File: src/rtl/mips_shift_pkg.sv
// mips_shift_pkg
//   Shared definitions for the pipelined MIPS-style shifter:
//   - shift_op_e   : operation encoding carried down the pipe
//   - count_w      : width of the shift-amount port for a given datapath width
//   - stage_levels : number of binary mux levels assigned to a register stage
//   - stage_first  : index of the first mux level handled by a register stage
package mips_shift_pkg;

  typedef enum logic [2:0] {
    OP_SLL = 3'd0,
    OP_SRL = 3'd1,
    OP_SRA = 3'd2,
    OP_ROR = 3'd3,
    OP_ROL = 3'd4
  } shift_op_e;

  // Shift amount spans 0..2*width-1, one bit wider than a level index.
  function automatic int count_w(input int width);
    return $clog2(width) + 1;
  endfunction

  // Levels are spread evenly; the first (levels % stages) stages take one extra.
  function automatic int stage_levels(input int levels, input int stages, input int k);
    return (levels / stages) + ((k < (levels % stages)) ? 1 : 0);
  endfunction

  function automatic int stage_first(input int levels, input int stages, input int k);
    return (k * (levels / stages)) + ((k < (levels % stages)) ? k : (levels % stages));
  endfunction

endpackage

File: src/rtl/mips_shift_stage.sv
// mips_shift_stage
//   One register slice of the shifter. Applies N_LEVELS binary mux levels,
//   starting at level FIRST_LEVEL, to the incoming extended word and registers
//   the result together with count, op, tag and a valid bit.
//
//   The extended word is WIDTH+1 bits so the last shifted-out bit falls into
//   the spare position naturally:
//     SLL             : {last_bit, data}
//     SRL / SRA       : {data, last_bit}
//     rotates/reserved: {1'b0, data}
//
//   Ports:
//     clk, rst_n   clock, synchronous active-low reset
//     flush        clears the valid bit at the next edge
//     load         slice captures its input this cycle (empty or advancing)
//     in_*         upstream slice / input pre-processing
//     out_*        registered slice contents
module mips_shift_stage
  import mips_shift_pkg::*;
#(
  parameter int WIDTH       = 32,
  parameter int TAG_W       = 4,
  parameter int FIRST_LEVEL = 0,
  parameter int N_LEVELS    = 1
) (
  input  logic                       clk,
  input  logic                       rst_n,
  input  logic                       flush,
  input  logic                       load,
  input  logic                       in_valid,
  input  logic [WIDTH:0]             in_ext,
  input  logic [$clog2(WIDTH)-1:0]   in_count,
  input  logic [2:0]                 in_op,
  input  logic [TAG_W-1:0]           in_tag,
  output logic                       out_valid,
  output logic [WIDTH:0]             out_ext,
  output logic [$clog2(WIDTH)-1:0]   out_count,
  output logic [2:0]                 out_op,
  output logic [TAG_W-1:0]           out_tag
);

  logic [WIDTH:0]           ext_n;
  logic [WIDTH-1:0]         word;
  logic [$clog2(WIDTH)-1:0] sel;
  int unsigned              amt;

  always_comb begin
    ext_n = in_ext;
    word  = '0;
    sel   = '0;
    amt   = 0;
    for (int unsigned i = 0; i < N_LEVELS; i++) begin
      amt = 32'd1 << (FIRST_LEVEL + i);
      sel = in_count >> (FIRST_LEVEL + i);
      word = ext_n[WIDTH-1:0];
      if (sel[0]) begin
        case (shift_op_e'(in_op))
          OP_SLL:  ext_n = ext_n << amt;
          OP_SRL:  ext_n = ext_n >> amt;
          OP_SRA:  ext_n = $signed(ext_n) >>> amt;
          OP_ROR:  ext_n = {1'b0, (word >> amt) | (word << (WIDTH - amt))};
          OP_ROL:  ext_n = {1'b0, (word << amt) | (word >> (WIDTH - amt))};
          default: ext_n = in_ext;
        endcase
      end
    end
  end

  always_ff @(posedge clk) begin
    if (!rst_n) begin
      out_valid <= 1'b0;
      out_ext   <= '0;
      out_count <= '0;
      out_op    <= '0;
      out_tag   <= '0;
    end else if (flush) begin
      out_valid <= 1'b0;
    end else if (load) begin
      out_valid <= in_valid;
      out_ext   <= ext_n;
      out_count <= in_count;
      out_op    <= in_op;
      out_tag   <= in_tag;
    end
  end

endmodule

File: src/rtl/mips_pipe_shifter.sv
// mips_pipe_shifter
//   Pipelined barrel shifter (SLL/SRL/SRA/ROR/ROL) with valid/ready handshakes
//   on both sides, a sideband tag and a last-shifted-out bit.
//
//   Ports:
//     clk, rst_n          clock, synchronous active-low reset
//     in_valid/in_ready   input handshake; in_ready is combinational from out_ready
//     in_data, in_count   operand and shift amount (0..2*WIDTH-1)
//     in_op, in_tag       operation code (5..7 pass through) and sideband tag
//     flush               drops every in-flight operation at the next edge
//     out_valid/out_ready output handshake
//     out_data, out_tag   result and its tag
//     out_last_bit        last bit shifted out (0 for rotates and count 0)
module mips_pipe_shifter
  import mips_shift_pkg::*;
#(
  parameter int WIDTH  = 32,
  parameter int STAGES = 2,
  parameter int TAG_W  = 4
) (
  input  logic                      clk,
  input  logic                      rst_n,
  input  logic                      in_valid,
  output logic                      in_ready,
  input  logic [WIDTH-1:0]          in_data,
  input  logic [count_w(WIDTH)-1:0] in_count,
  input  logic [2:0]                in_op,
  input  logic [TAG_W-1:0]          in_tag,
  input  logic                      flush,
  output logic                      out_valid,
  input  logic                      out_ready,
  output logic [WIDTH-1:0]          out_data,
  output logic [TAG_W-1:0]          out_tag,
  output logic                      out_last_bit
);

  localparam int LEVELS = $clog2(WIDTH);
  localparam int CW     = count_w(WIDTH);
  localparam int LAST   = STAGES - 1;

  logic              sat;
  logic              exact;
  logic              accept;
  logic [WIDTH:0]    ext_d;
  logic [LEVELS-1:0] cnt_d;
  logic              free;

  logic              v_q   [STAGES];
  logic [WIDTH:0]    ext_q [STAGES];
  logic [LEVELS-1:0] cnt_q [STAGES];
  logic [2:0]        op_q  [STAGES];
  logic [TAG_W-1:0]  tag_q [STAGES];
  logic              adv   [STAGES];
  logic              load  [STAGES];

  // Counts >= WIDTH can't be expressed by the mux levels, so shifts are
  // resolved here into their final fill value and last bit with a zero
  // residual count; the stages then pass them through untouched.
  always_comb begin
    sat   = in_count[CW-1];
    exact = (in_count == CW'(WIDTH));
    cnt_d = in_count[LEVELS-1:0];
    ext_d = {1'b0, in_data};
    case (shift_op_e'(in_op))
      OP_SLL: begin
        if (sat) begin
          ext_d = {exact & in_data[0], {WIDTH{1'b0}}};
          cnt_d = '0;
        end
      end
      OP_SRL: begin
        if (sat) begin
          ext_d = {{WIDTH{1'b0}}, exact & in_data[WIDTH-1]};
          cnt_d = '0;
        end else begin
          ext_d = {in_data, 1'b0};
        end
      end
      OP_SRA: begin
        if (sat) begin
          ext_d = {(WIDTH+1){in_data[WIDTH-1]}};
          cnt_d = '0;
        end else begin
          ext_d = {in_data, 1'b0};
        end
      end
      OP_ROR, OP_ROL: ;
      default: cnt_d = '0;
    endcase
  end

  // Ready ripples back from out_ready: a slice can load when it is empty or
  // its content moves on this cycle.
  always_comb begin
    free = out_ready;
    for (int unsigned i = 0; i < STAGES; i++) begin
      adv[i]  = 1'b0;
      load[i] = 1'b0;
    end
    for (int unsigned i = 0; i < STAGES; i++) begin
      adv[LAST-i]  = v_q[LAST-i] && free;
      load[LAST-i] = !v_q[LAST-i] || adv[LAST-i];
      free         = load[LAST-i];
    end
  end

  assign in_ready = rst_n && !flush && load[0];
  assign accept   = in_valid && in_ready;

  for (genvar k = 0; k < STAGES; k++) begin : g_stage
    logic              up_valid;
    logic [WIDTH:0]    up_ext;
    logic [LEVELS-1:0] up_cnt;
    logic [2:0]        up_op;
    logic [TAG_W-1:0]  up_tag;

    if (k == 0) begin : g_head
      assign up_valid = accept;
      assign up_ext   = ext_d;
      assign up_cnt   = cnt_d;
      assign up_op    = in_op;
      assign up_tag   = in_tag;
    end else begin : g_body
      assign up_valid = adv[k-1];
      assign up_ext   = ext_q[k-1];
      assign up_cnt   = cnt_q[k-1];
      assign up_op    = op_q[k-1];
      assign up_tag   = tag_q[k-1];
    end

    mips_shift_stage #(
      .WIDTH      (WIDTH),
      .TAG_W      (TAG_W),
      .FIRST_LEVEL(stage_first(LEVELS, STAGES, k)),
      .N_LEVELS   (stage_levels(LEVELS, STAGES, k))
    ) u_stage (
      .clk      (clk),
      .rst_n    (rst_n),
      .flush    (flush),
      .load     (load[k]),
      .in_valid (up_valid),
      .in_ext   (up_ext),
      .in_count (up_cnt),
      .in_op    (up_op),
      .in_tag   (up_tag),
      .out_valid(v_q[k]),
      .out_ext  (ext_q[k]),
      .out_count(cnt_q[k]),
      .out_op   (op_q[k]),
      .out_tag  (tag_q[k])
    );
  end

  assign out_valid = v_q[LAST];
  assign out_tag   = tag_q[LAST];

  always_comb begin
    out_data     = ext_q[LAST][WIDTH-1:0];
    out_last_bit = 1'b0;
    case (shift_op_e'(op_q[LAST]))
      OP_SLL: out_last_bit = ext_q[LAST][WIDTH];
      OP_SRL, OP_SRA: begin
        out_data     = ext_q[LAST][WIDTH:1];
        out_last_bit = ext_q[LAST][0];
      end
      default: ;
    endcase
  end

endmodule

File: config.mk
export PLATFORM = sky130hd
export DESIGN_NAME = mips_pipe_shifter
export DESIGN_NICKNAME = d
export VERILOG_FILES = /design/src/rtl/mips_shift_pkg.sv /design/src/rtl/mips_shift_stage.sv /design/src/rtl/mips_pipe_shifter.sv
export SDC_FILE = /design/constraint.sdc
export NUM_CORES = 1
export LEC_CHECK = 0
export ABC_CLOCK_PERIOD_IN_PS = 2700
export BUFFER_PORTS_ARGS = -buffer_cell sky130_fd_sc_hd__buf_2
export CAP_MARGIN = 20
export CORE_MARGIN = 2
export CORE_UTILIZATION = 50
export CTS_CLUSTER_SIZE = 12
export DETAILED_ROUTE_END_ITERATION = 6
export GPL_TIMING_DRIVEN = 0
export PLACE_DENSITY = 0.79
export RECOVER_POWER = 50
export SYNTH_ARGS = -nofsm -noshare
export SYNTH_HDL_FRONTEND = slang
export SYNTH_SLANG_ARGS = --single-unit
File: constraint.sdc
create_clock -name clk -period 2.7 [get_ports clk]
set_input_delay 0 -clock clk [delete_from_list [all_inputs] [get_ports clk]]
set_output_delay 0 -clock clk [all_outputs]
set_load 0.005 [all_outputs]
==> qor.yml, run 1 <==
slew_viol_final: 0
dpl_cell_area_um2: 8880
maxSlewHeadroom_pct: 29.9
fin_util_pct: 58.3
nNetsFinal: 1349
wire_per_inst_um: 26.6
synth_commonest_cells: "154 x a21oi_1, 140 x nor2_1, 130 x nand2_1, 84 x dfxtp_1, 80 x o21ai_0"
area_delta_synth_final_pct: 13.5
violations: "DRC"
leakagePower_nw: 3.37
gr-usage-all-layers_pct: 44.6
post-route-period-util_pct: 99.6
syn-instance-count: 1197
ys_types: 89
synth_edf_count: 0
synthTopCellsByArea: "dfxtp_1 21%, a21oi_1 9.4%, nor2_1 6.4%"
port_buffers: 83
power_per_cell_area_nw_per_um2: 485
synthArstFlopShare_pct: 0
avgSynthCellArea_um2: 6.84
htree_num_levels: 3
synth.most_common_cell: "a21oi_1"
place_ws_ps: -369
synth_nets: 1247
min_path_type: "in2reg"
cts_buffer_depth: 2
vias_per_cell: 7.43
cts-buffers-inserted: 9
io_pins: 89
fmax_mhz: 372
rsz0062_at_grt: "yes"
yosysWarnings: 0
drcViolationCount: 59
clk_pin_slew_ps: 80
grt_overflow_total: 0
crit_required_ps: 2970
clkSinkCount: 84
ys_seq_area_share_pct: 20.5
worst_pin_slew_ps: 1040
coreArea_um2: 15900
gp_congestion: 1.09
grt_antenna_before_repair: 1
first_pass_iters: 7
drv_cap: 0
die_area_um2: 17400
synth_top_area_cell: "dfxtp_1"
met2_usage_pct: 62.4
finalSetupTns_ps: 0
grt_first_pass_wirelength_um: 60800
setup_violations: 0
wl_um: 40400
start_util_pct: 51.4
clk_latency_ps: 370
rows: 46
grt_max_degree: 18
finalHoldViolCount: 0
skew_ps: 19.4
irDropWorstVdd_mv: 0.327
drt-initial-drc-count: 1969
synth-seq-cells: 84
place_hpwl_um: 30000
setup_slack_ps: 11.0
antennaDiodeCount: 0
synth_top_area_share_pct: 20.5
grt-busiest-layer: "met2"
worstPathArrival_ps: 2960
use_met1_pct: 61.8
root_buffer: "clkbuf_16"
drtAntennaViolNets: 0
route.vias.total: 11300
drive_gt1_share_pct: 15.9
die_w_um: 132
synthesis.area_um2: 8190
crit_path_start_kind: "input port"
postLayoutCellArea_um2: 9300
cts_tree: "yes"
grt_pass1_vias: 10200
ys.flop_type: "dfxtp_1"
use_met3_pct: 14.1
cp-end-kind: "register"
total_power_mw: 4.51
cp_max_fo: 10
crit_type: "in2reg"
outcome: "finished with violations"
die_h_um: 132
finalCriticalPeriod_ps: 2690
## final timing paths
path                                                        to  cells after the start  slack, ps                          start
worst max-delay path            g_stage[0].u_stage.out_ext[19]                      9         10                       in_op[1]
worst min-delay path            g_stage[0].u_stage.out_ext[14]                      5        200                     in_data[7]
worst max register to register   g_stage[1].u_stage.out_ext[7]                     10         80   g_stage[0].u_stage.out_op[2]
worst min register to register   g_stage[1].u_stage.out_tag[1]                      2        460  g_stage[1].u_stage.out_tag[1]
## critical path, cell delays in order
cell	delay [ps]
buf_2	130
buf_4	170
nor2_2	330
clkbuf_2	340
buf_2	300
clkbuf_1	600
clkbuf_1	570
nand3b_1	170
a311oi_1	320
## power breakdown
part,internal [mW],switching (mW)
logic,0.573,1.16
clock network,0.648,0.634
registers,1.33,0.158
total,2.56,1.95
## cells in the final DEF, fill, tap and decap left out, drive strengths merged, types with 13 or more instances in the layout
cell type	Yosys	final
a21oi	156	156
nor2	143	143
nand2	133	133
buf	41	108
clkbuf	77	100
o21ai	93	93
dfxtp	84	84
o22ai	41	41
nor3	38	38
mux2	33	33
a221oi	27	27
a22o	22	22
o221ai	20	20
a211oi	18	18
inv	13	18
nand3	17	17
a311oi	16	16
a31oi	15	15
o211ai	13	13
## metal layers
| layer | part of all wire, % | vias up |
|---|---|---|
| met5 | 0 | - |
| met4 | 5.7 | 0 |
| met3 | 16 | 225 |
| met2 | 40 | 1064 |
| met1 | 38 | 5222 |
| li1 | - | 4790 |
## kinds of logic after synthesis
family / after synthesis / share of synthesized area (%)
xor gates and xnor gates: 3 / 0.321
muxes: 39 / 5.27
DFF: 84 / 20.5
buffers and inverters: 132 / 6.98
AOI/OAI and AO/OA: 536 / 44.7
adders and majority gates: 1 / 0.122
and+or+nand+nor: 402 / 22.1
## timing repair
action                                  4_1_cts  5_1_grt
cloned                                        0        0
pin swaps                                     0        0
endpoints found under the hold margin         8        0
hold buffers                                 10        0
endpoints found under the setup margin       23       48
buffers inserted                              0        0
gates resized for setup                       5       25
## registers in the layout (all words and copies together), names as in the netlist
register,flops
g_stage.u_stage.out_op,6
g_stage.u_stage.out_ext,66
g_stage.u_stage.out_valid,2
g_stage.u_stage.out_count,2
g_stage.u_stage.out_tag,8
## per-stage QoR
step                instances  hold WS (ps)
CTS                      1522           179
global placement         1496           214
finish                   1520           204
floorplan                1197           117
detailed placement       1496           220
global route             1520           221
## final cells by class
class                           count  area [µm²]
Buffer                            116         527
Timing Repair Buffer               93         503
Clock inverter                      7        63.8
Fill cell                        1579        6640
Tap cell                          216         270
Multi-Input combinational cell    981        5980
Inverter                           14        52.6
Clock buffer                        9         225
Sequential cell                    84        1680
(Power assumes the default switching activity.)
==> run 2: changes to the inputs <==
--- a/config.mk
+++ b/config.mk
@@ -13,7 +13,7 @@
 export CTS_CLUSTER_SIZE = 12
 export DETAILED_ROUTE_END_ITERATION = 6
 export GPL_TIMING_DRIVEN = 0
-export PLACE_DENSITY = 0.79
+export PLACE_DENSITY = 0.81
 export RECOVER_POWER = 50
 export SYNTH_ARGS = -nofsm -noshare
 export SYNTH_HDL_FRONTEND = slang
==> constraint.sdc (replaced) <==
create_clock -name clk -period 2.7 [get_ports clk]
set_input_delay 0.27 -clock clk [delete_from_list [all_inputs] [get_ports clk]]
set_output_delay 0.27 -clock clk [all_outputs]
set_load 0.005 [all_outputs]
==> qor.yml, run 2 (synthesis gave the netlist of run 1 again) <==
stdcell_count: 1511  # was 1520
drtAntennaViolNets: 0  # unchanged
maxSlewHeadroom_pct: 44.9  # was 29.9%
drv_cap: 0  # unchanged
largest_register: "g_stage.u_stage.out_ext"  # unchanged
htree_num_levels: 3  # unchanged
finalCriticalPeriod_ps: 2760  # was 2690 ps
post-route-period-util_pct: 102  # was 99.6%
dp.cells: 1496  # unchanged
cp-end-kind: "register"  # unchanged
cts_tree: "yes"  # unchanged
cts_buffer_depth: 2  # unchanged
gr-usage-all-layers_pct: 44.3  # was 44.6%
fillers: 1655  # was 1579
crit_type: "in2reg"  # unchanged
crit_path_start_kind: "input port"  # unchanged
wire_per_inst_um: 26.6  # about the same
final_common_cell: "a21oi_1"  # unchanged
clk_pin_slew_ps: 70  # was 80 ps
path_buf_inv: 2  # was 6
clkSinkCount: 84  # unchanged
rsz0062_at_grt: "yes"  # unchanged
power_per_cell_area_nw_per_um2: 485  # about the same
vias_per_cell: 7.35  # was 7.43
nNetsFinal: 1340  # was 1349
worst-path-stages: 10  # was 9
outcome: "finished with violations"  # unchanged
grt_max_degree: 18  # unchanged
setup_slack_ps: -55.8  # was 11.0 ps
root_buffer: "clkbuf_16"  # unchanged
place_ws_ps: -874  # was -369 ps
die_w_um: 132  # unchanged
clk_latency_ps: 360  # was 370 ps
crit_chain: "buf_4 -> nor2b_2 -> nand2_1 -> nand2_1 -> buf_2 -> o2bb2ai_1 -> a211oi_2 -> a211oi_1 -> a2111oi_4 -> o21ai_1"  # was buf_2 -> buf_4 -> nor2_2 -> clkbuf_2 -> buf_2 -> clkbuf_1 -> clkbuf_1 -> nand3b_1 -> a311oi_1
grt_first_pass_wirelength_um: 60600  # was 60800 µm
drcViolationCount: 1  # was 59
irDropWorstVdd_mv: 0.319  # was 0.327 mV
cts-buffers-inserted: 9  # unchanged
coreArea_um2: 15900  # unchanged
start_util_pct: 51.4  # unchanged
cpMostUsedCell: "nand2_1"
fin_util_pct: 58.5  # was 58.3%
antennaDiodeCount: 0  # unchanged
setup_violations: 1  # was 0
min_path_type: "in2reg"  # unchanged
cp_max_fo: 10  # unchanged
die_area_um2: 17400  # unchanged
crit_required_ps: 2920  # was 2970 ps
crit_family: "compound AO/OA/AOI/OAI gates"  # was buffers and inverters
leakagePower_nw: 3.38  # was 3.37 nW
total_power_mw: 4.52  # was 4.51 mW
r2r_cells: 10  # unchanged
wl_um: 40200  # was 40400 µm
drive_gt1_share_pct: 17.4  # was 15.9%
worstPathArrival_ps: 2970  # was 2960 ps
reg_top3: "g_stage.u_stage.out_ext: 66 flops, g_stage.u_stage.out_tag: 8 flops, g_stage.u_stage.out_op: 6 flops"  # unchanged
grt_pass1_vias: 10100  # was 10200
first_pass_iters: 7  # unchanged
fmax_mhz: 363  # was 372 MHz
gp_congestion: 1.07  # was 1.09
hold_depth: 3  # was 5
die_h_um: 132  # unchanged
port_buffers: 83  # unchanged
worst_pin_slew_ps: 821  # was 1040 ps
skew_ps: 15.3  # was 19.4 ps
drt-initial-drc-count: 1988  # was 1969
slew_viol_final: 0  # unchanged
finalSetupTns_ps: -55.8  # was 0 ps
place_hpwl_um: 30000  # about the same
rows: 46  # unchanged
area_delta_synth_final_pct: 13.8  # was 13.5%
route.vias.total: 11100  # was 11300
grt_overflow_total: 0  # unchanged
largest_register_ffs: 66  # unchanged
io_pins: 89  # unchanged
finalHoldViolCount: 0  # unchanged
critical-path-slowest-cell: "a2111oi_4"  # was clkbuf_1
violations: "DRC, setup timing"  # was DRC
seq_area_um2: 1680  # unchanged
cp_slowest_stage_delay_ps: 490  # was 600 ps
hold_buffers: 0  # was 10
grt_antenna_before_repair: 0  # was 1
final_cell_mix: "149 x a21oi_1, 138 x nor2_1, 129 x nand2_1"  # was 153 x a21oi_1, 139 x nor2_1, 130 x nand2_1
multi_input_area_um2: 6070  # was 5980 µm²
==> run 2: cell count changes in the layout (fill, tap and decap cells not counted), moves of 3 or more <==
cell           before  now
a21oi_2             3    7
a21oi_1           153  149
clkbuf_1           75   67
nor2_4              0    3
dlygate4sd3_1      10    0
clkbuf_2           16   23
==> run 2: final cells by class <==
| cell class | instances | share of cell area, % |
|---|---|---|
| Timing Repair Buffer | 84 | 4.40 |
| Inverter | 14 | 0.564 |
| Buffer | 116 | 5.76 |
| Tap cell | 216 | 2.90 |
| Sequential cell | 84 | 18.0 |
| Clock inverter | 7 | 0.752 |
| Multi-Input combinational cell | 981 | 65.2 |
| Clock buffer | 9 | 2.42 |
==> run 2: routing by layer <==
layer	track usage (%)	wire length (µm)
met3	14.2	6060
met4	19.8	2350
met1	60.8	15900
met2	62.9	15900
met5	0	0
==> run 2: power by group <==
part / switching, mW / total [mW] / leakage (nW) / internal [mW]
clock: 0.629 / 1.28 / 0.141 / 0.650
sequential: 0.154 / 1.49 / 0.690 / 1.33
combinational: 1.17 / 1.75 / 2.55 / 0.582
==> run 2: worst reg2reg max path, delay by kind of cell, from the launching register on <==
kind            cells  cell delay, ps
simple gates        5            1070
buf+inv             3             970
flops               1             360
compound gates      2             210
==> run 2: through the flow <==
stage | hold WS [ps] | cell area (µm²)
2_1_floorplan | 387 | 8190
3_3_place_gp | 440 | 8880
3_5_place_dp | 445 | 8880
4_1_cts | 127 | 9210
5_1_grt | 167 | 9320
6_report | 135 | 9320
==> run 2: worst paths after layout <==
| path | slack, ps | end | start |
|---|---|---|---|
| min reg2reg | 450 | g_stage[1].u_stage.out_tag[3] | g_stage[0].u_stage.out_tag[3] |
| min | 140 | g_stage[0].u_stage.out_valid | in_valid |
| max reg2reg | 40 | g_stage[1].u_stage.out_ext[7] | g_stage[0].u_stage.out_op[0] |
| max | -60 | g_stage[0].u_stage.out_ext[28] | in_count[5] |
==> run 2: timing repair <==
action / CTS / global route
pin swaps: 0 / 2
buffers inserted: 0 / 1
gates cloned: 0 / 0
endpoints found under the setup margin: 36 / 72
resized for setup: 16 / 46
